File: config.mk
export PLATFORM = sky130hd
export DESIGN_NAME = alu_exec_stage
export DESIGN_NICKNAME = d
export VERILOG_FILES = /design/src/rtl/alu_exec_stage.sv
export SDC_FILE = /design/constraint.sdc
export NUM_CORES = 1
export LEC_CHECK = 0
export CAP_MARGIN = 20
export CORE_MARGIN = 1.5
export CORE_UTILIZATION = 64
export DETAILED_ROUTE_END_ITERATION = 8
export DONT_BUFFER_PORTS = 1
export PLACE_DENSITY_LB_ADDON = 0.3
export SLEW_MARGIN = 20
export SYNTH_ARGS = -nofsm -noshare
export SYNTH_HDL_FRONTEND = slang
export SYNTH_SLANG_ARGS = --single-unit
File: constraint.sdc
create_clock -name clk -period 5 [get_ports clk]
set_input_delay 0.5 -clock clk [delete_from_list [all_inputs] [get_ports clk]]
set_output_delay 0.5 -clock clk [all_outputs]
set_load 0.05 [all_outputs]
File: src/rtl/alu_exec_stage.sv
// ARM data-processing execute stage: condition check, 33-bit adder/logic unit,
// NZCV flags register and a single-entry valid/ready output register.
module alu_exec_stage (
  input  logic        clk,
  input  logic        reset,
  input  logic        in_valid,
  output logic        in_ready,
  input  logic [31:0] srca,
  input  logic [31:0] srcb,
  input  logic [3:0]  alu_op,
  input  logic        set_flags,
  input  logic [3:0]  cond,
  input  logic [3:0]  rd,
  output logic        out_valid,
  input  logic        out_ready,
  output logic [31:0] result,
  output logic [3:0]  out_rd,
  output logic        reg_write,
  output logic [3:0]  flags
);

  logic        flag_n, flag_z, flag_c, flag_v;
  logic        cond_pass;
  logic        is_test;
  logic        is_arith;
  logic        accept;
  logic        flag_we;
  logic [31:0] add_x, add_y;
  logic        add_cin;
  logic [32:0] sum;
  logic [31:0] logic_res;
  logic [31:0] alu_res;
  logic        res_c, res_v;

  assign {flag_n, flag_z, flag_c, flag_v} = flags;

  assign in_ready = !out_valid | out_ready;
  assign accept   = in_valid & in_ready;
  assign is_test  = (alu_op[3:2] == 2'b10);

  always_comb begin
    cond_pass = 1'b0;
    case (cond)
      4'b0000: cond_pass = flag_z;
      4'b0001: cond_pass = !flag_z;
      4'b0010: cond_pass = flag_c;
      4'b0011: cond_pass = !flag_c;
      4'b0100: cond_pass = flag_n;
      4'b0101: cond_pass = !flag_n;
      4'b0110: cond_pass = flag_v;
      4'b0111: cond_pass = !flag_v;
      4'b1000: cond_pass = flag_c & !flag_z;
      4'b1001: cond_pass = !flag_c | flag_z;
      4'b1010: cond_pass = (flag_n == flag_v);
      4'b1011: cond_pass = (flag_n != flag_v);
      4'b1100: cond_pass = !flag_z & (flag_n == flag_v);
      4'b1101: cond_pass = flag_z | (flag_n != flag_v);
      4'b1110: cond_pass = 1'b1;
      default: cond_pass = 1'b0;
    endcase
  end

  // Subtract forms feed the inverted operand; reverse forms swap operands first.
  always_comb begin
    add_x    = srca;
    add_y    = srcb;
    add_cin  = 1'b0;
    is_arith = 1'b1;
    case (alu_op)
      4'b0010, 4'b1010: begin add_y = ~srcb; add_cin = 1'b1; end
      4'b0011:          begin add_x = srcb; add_y = ~srca; add_cin = 1'b1; end
      4'b0100, 4'b1011: add_cin = 1'b0;
      4'b0101:          add_cin = flag_c;
      4'b0110:          begin add_y = ~srcb; add_cin = flag_c; end
      4'b0111:          begin add_x = srcb; add_y = ~srca; add_cin = flag_c; end
      default:          is_arith = 1'b0;
    endcase
  end

  assign sum = {1'b0, add_x} + {1'b0, add_y} + {32'd0, add_cin};

  always_comb begin
    logic_res = 32'd0;
    case (alu_op)
      4'b0000, 4'b1000: logic_res = srca & srcb;
      4'b0001, 4'b1001: logic_res = srca ^ srcb;
      4'b1100:          logic_res = srca | srcb;
      4'b1101:          logic_res = srcb;
      4'b1110:          logic_res = srca & ~srcb;
      4'b1111:          logic_res = ~srcb;
      default:          logic_res = 32'd0;
    endcase
  end

  // Logical ops keep C and V since the shifter carry-out is not available here.
  assign alu_res = is_arith ? sum[31:0] : logic_res;
  assign res_c   = is_arith ? sum[32] : flag_c;
  assign res_v   = is_arith ? ((add_x[31] == add_y[31]) & (sum[31] != add_x[31])) : flag_v;
  assign flag_we = accept & cond_pass & (set_flags | is_test);

  always_ff @(posedge clk or negedge reset) begin
    if (!reset) begin
      out_valid <= 1'b0;
      result    <= 32'd0;
      out_rd    <= 4'd0;
      reg_write <= 1'b0;
      flags     <= 4'd0;
    end else begin
      if (accept) begin
        out_valid <= 1'b1;
        result    <= alu_res;
        out_rd    <= rd;
        reg_write <= cond_pass & !is_test;
      end else if (out_ready) begin
        out_valid <= 1'b0;
      end
      if (flag_we) begin
        flags <= {alu_res[31], (alu_res == 32'd0), res_c, res_v};
      end
    end
  end

endmodule
After elaboration in Yosys (flattened, before gate mapping)
Index checks and enable logic that the tools add are counted.
Storage, ports and cells
  register bits: 42
  latch bits: 0
  RAM bits: 0
  ROM bits: 0
  bits of input ports: 81
  output and inout port bits: 43
  logic and storage cells: 86
  memories: 0
Operators by class
  add/sub/neg operators: 2
  multipliers: 0
  divide/modulo/power cells: 0
  order comparisons: 0
  equality and inequality tests: 34
  shift operators: 0
  multiplexer cells: 9
  bitwise operators: 17
  reduce and logical (&&, ||, !) cells: 18
Operators by type and width (count)
  $pmux W32 S6: 1
  $and A32 B32 Y32: 2
  $mux W32: 2
  $not A32 Y32: 2
  $pmux W32 S2: 1
  $eq A4 B4 Y1 const B: 15
  $add A32 B32 Y33: 1
  $add A33 B1 Y33: 1
  $eq A4 B3 Y1 const B: 8
  $logic_not A32 Y1: 1
  $or A32 B32 Y32: 1
  $xor A32 B32 Y32: 1
  $eq A4 B2 Y1 const B: 4
  $pmux W1 S15: 1
  $reduce_or A3 Y1: 3
  $eq A4 B1 Y1 const B: 2
  $logic_not A4 Y1: 2
  $reduce_or A8 Y1: 1
  $and A1 B1 Y1: 7
  $logic_not A1 Y1: 6
  $reduce_or A2 Y1: 3
  $or A1 B1 Y1: 4
  $mux W1: 3
  $eq A1 B1 Y1: 2
  5 further kinds: 6

Logic depth before layout (Yosys ltp)
  word-level depth: 7
  mapped depth: 22
  depth with buffers taken out: 18

Worst setup path before layout
Ideal clock, no wire load.
  kind: input port to flip-flop
  start point: in alu_op[0]
  end point: reg flags[2]
  setup time: 0.066 ns
  data arrival time: 4.875 ns
  data required time: 4.934 ns
  setup slack: 0.059 ns
  stages on the path: 21
  path buffers: 5
  path through: buf_2 -> buf_2 -> buf_1 -> buf_1 -> o31ai_1 -> clkbuf_1 -> nor2_1 -> a211oi_1 -> fa_1 -> inv_1 -> fa_1 -> a211oi_1 -> o211ai_2 -> a211oi_2 -> nor4_2 -> o211ai_1 -> mux2_1 -> a221oi_1 -> nor2b_1 -> nand4_1 -> nand2_1
On the way
  longest elaborated chain between the ends: 7
  elaborated cells between the ends (all ways): 32
  classes of those cells: add/sub (2); eq/ne (15); mux (6); reduce/logical (9)
Ends and longest elaborated chain
  start: declaration: line 10  | input logic [3:0] alu_op,
  $eq A4 B3 Y1 (tied with other cells): line 69  | case (alu_op)
  $reduce_or A3 Y1 (no line) or $reduce_or A2 Y1 (tied branches)
  $pmux W32 S2 or $mux W32 (tied branches): line 69
  $add A32 B32 Y33: line 80  | assign sum = {1'b0, add_x} + {1'b0, add_y} + {32'd0, add_cin};
  $add A33 B1 Y33: line 80
  $mux W32 (*): line 96  | assign alu_res = is_arith ? sum[31:0] : logic_res;
  $logic_not A32 Y1 (*): line 118  | flags <= {alu_res[31], (alu_res == 32'd0), res_c, res_v};
  end signal: assignment: line 118
  end: declaration: line 19  | output logic [3:0] flags
Mark *: on every way between the ends. The rest lies on a longest branch, timed or not.
A chain may end at the register's enable or synchronous reset.

Worst setup path in the final report
  start point: in alu_op[1]
  end point: reg flags[2]
The elaborated chain is that of the path after synthesis.

==> flow_summary.yaml <==
die:
  chipWidth_um: 108
  core_um2: 10700
  rows: 38
  io_pins: 124
  die-height_um: 108
  initial_core_util_pct: 65.3
  die_area_um2: 11600
timing:
  rsz0062_at_grt: "no"
  worst_pin_slew_ns: 1.02
  setup_tns_ns: 0
  finalCritPeriodShare_pct: 92.6
  drv_slew: 0
  skew_ns: 0.00428
  fmax_ghz: 0.216
  hold_viol: 0
  final.min_clock_period_ns: 4.63
  slew_headroom_pct: 31.9
  setup_viol: 0
clocking:
  clk_path_buf_depth: 2
  post_cts_buffers: 0
  cts_sinks: 42
  cts-resized-gates: 0
  cts_root_buf: "clkbuf_8"
  cts_tree: "done"
  h-tree-depth: 2
  clk_pin_slew_ns: 0.08
  clk_latency_ns: 0.31
  numCtsBuffers: 5
place:
  portBuffers: 0
  gp_congestion: 1.06
  dp_hpwl_um: 16800
pwr:
  power.density_nw_per_um2: 303
  peakVddDrop_mv: 0.270
  finalPower_mw: 2.18
  p_leak_nw: 3.11
global_routing:
  grt_use_total_pct: 40.1
  grt_max_degree: 80
  antenna_found_initial: 0
  grt_first_pass_wirelength_um: 36600
  grt_pass1_vias: 7340
  grt_overflow: 0
worst_setup_path:
  crit_type: "in -> reg"
  startpoint: "alu_op[1]"
  r2r-start: "flags[1]"
  crit_required_ns: 5.25
  startpoint_type: "primary input"
  r2r_slack_ns: 0.86
  worstRegToRegCells: 16
  crit_fanout: 79
  arrival_ns: 4.88
  worst_r2r_endpoint: "flags[2]"
  cp-end-kind: "register"
detailed_routing:
  drtPass1Iterations: 6
  drtAntennaViolNets: 0
  drc: 0
  drt-vias-per-instance: 6.99
  totalWireLength_um: 23300
  drt_iter0_markers: 684
  num_vias: 7769
  avgRoutedWirePerCell_um: 21.0
cells_and_area:
  seqCellArea_um2: 1050
  area_delta_synth_final_pct: 2.66
  multi_input_area_um2: 5410
  post-route-util_pct: 67.0
  antenna_cells: 0
  drive_above_1_share_pct: 7.21
  fillers: 1017
  fin_nets: 1116
synth:
  syn_nets: 1161
  synth_cell_type_count: 83
  yosysWarningCount: 0
  syn_inst: 1015
  netlist_area_um2: 7010
  synth_ff_type: "dfrtp_1"
  synth.avg_cell_area_um2: 6.91
  synth_seq_cells: 42
  seq_area_frac_synth_pct: 15.0
  synth_edf_count: 0
  async_flop_share_pct: 100
run_status:
  outcome: "finished, final reports clean"
run:
  cap_violations: 0
min_path:
  hp-class: "in -> async"
## worst max-delay path, stage by stage
cell	delay, ns
inv_2	0.20
or3_2	0.24
buf_4	0.55
nor2_1	0.08
a21oi_1	0.16
fa_1	0.21
inv_1	0.06
fa_1	0.47
a211oi_1	0.44
o211ai_2	0.18
a211oi_2	0.39
nor4_2	0.13
o211ai_1	0.20
mux2_1	0.33
a221oi_1	0.35
nor2b_1	0.18
nand4_1	0.10
nand2_1	0.08
## final cells by class
type,instances,share of cell area [%]
clock buffers,6,1.15
well taps,140,2.43
flip-flops and latches,42,14.6
inverters,75,3.91
multi-input cells,829,75.1
repair buffers,17,1.95
clock inverters,2,0.834
## cells in the final DEF, fill, tap and decap left out, types with 5 or more instances in the layout
master,n
o221ai_1,7
xor2_1,12
a21oi_1,76
a211o_1,6
nor2_1,59
o21ai_0,164
clkbuf_8,6
o21ai_1,7
nand2b_1,14
a211oi_1,19
nand2_1,125
xnor2_1,9
o32ai_1,7
o21a_1,6
o211ai_1,11
o22ai_1,9
nand4_1,11
dfrtp_1,42
buf_4,16
mux2_2,23
a222oi_1,5
o31ai_1,9
a21o_1,7
a22oi_1,11
a31oi_1,6
a22o_1,12
ha_1,63
nand3_1,17
a311oi_1,5
nor2b_1,12
or3_1,9
inv_1,73
nor3_1,13
a221oi_1,5
mux2i_1,9
## worst max path at each step
stage / depth (start not counted) / endpoint / slack [ns]
detailed placement: 18 / flags[2] / 0.17
CTS: 18 / flags[2] / 0.48
floorplan: 21 / flags[2] / 0.06
global placement: 18 / flags[2] / 0.28
global route: 18 / flags[2] / 0.15
finish: 18 / flags[2] / 0.37
## sequential cells by signal (all words and copies together), names as in the netlist
| name | count |
|---|---|
| reg_write | 1 |
| flags | 4 |
| out_rd | 4 |
| result | 32 |
| out_valid | 1 |
## power breakdown
| group | internal [mW] | total [mW] | switching (mW) |
|---|---|---|---|
| Combinational | 0.407 | 0.997 | 0.590 |
| Sequential | 0.426 | 0.849 | 0.422 |
| Clock | 0.213 | 0.339 | 0.126 |
| Total | 1.05 | 2.18 | 1.14 |
## synth_stat cells (9+ instances only)
cell type    n  area share, %
nand3_1     17            1.2
or3_1       10           0.89
a211oi_1    19            2.0
nand4_1     11           0.98
o21ai_0    164             12
xnor2_1      9            1.1
mux2_2      23            3.7
buf_2       20            1.4
xor2_1      12            1.5
a22o_1      12            1.5
nand2_1    126            6.7
nand2b_1    14            1.2
ha_1        63             11
dfrtp_1     42             15
clkbuf_1    40            2.1
inv_1       73            3.9
nor3_1      15            1.1
nor2b_1     12            1.1
a22oi_1     11            1.2
nor2_1      59            3.2
a21oi_1     76            5.4
mux2i_1      9            1.3
o22ai_1      9           0.80
o31ai_1     10            1.1
o211ai_1    11            1.2
## timing repair
action / CTS / global route
endpoints found under the setup margin: 0 / 0
hold endpoints to repair: 42 / 0
hold buffers: 1 / 0
## logic make-up (layout without fill, tap and decap cells)
kind of cell | count (synthesis) | count (layout) | synth area share, %
flops | 42 | 42 | 15.0
xor+xnor | 21 | 21 | 2.62
fa+ha+maj | 65 | 65 | 11.8
mux | 33 | 33 | 5.14
compound gates | 410 | 410 | 36.8
buf+inv | 144 | 100 | 8.28
simple gates | 300 | 300 | 20.4
## metal layers
| layer | global-route usage [%] | vias up | share of wire [%] |
|---|---|---|---|
| met5 | 0 | - | 0 |
| met4 | 25.9 | 0 | 6.8 |
| met3 | 6.05 | 102 | 8.9 |
| met2 | 68.7 | 428 | 48 |
| met1 | 46.5 | 3591 | 37 |
| li1 | - | 3648 | - |
## per-stage QoR
stage               std cells  instance area (um2)  setup WS, ns  hold WS [ns]
floorplan                1015                 7010        0.0585         0.204
global placement         1102                 7040         0.276         0.205
detailed placement       1102                 7040         0.171         0.205
CTS                      1111                 7200         0.478        0.0357
global route             1111                 7200         0.154        0.0394
finish                   1111                 7200         0.371        0.0273
Power figures use the tool's default switching activity.
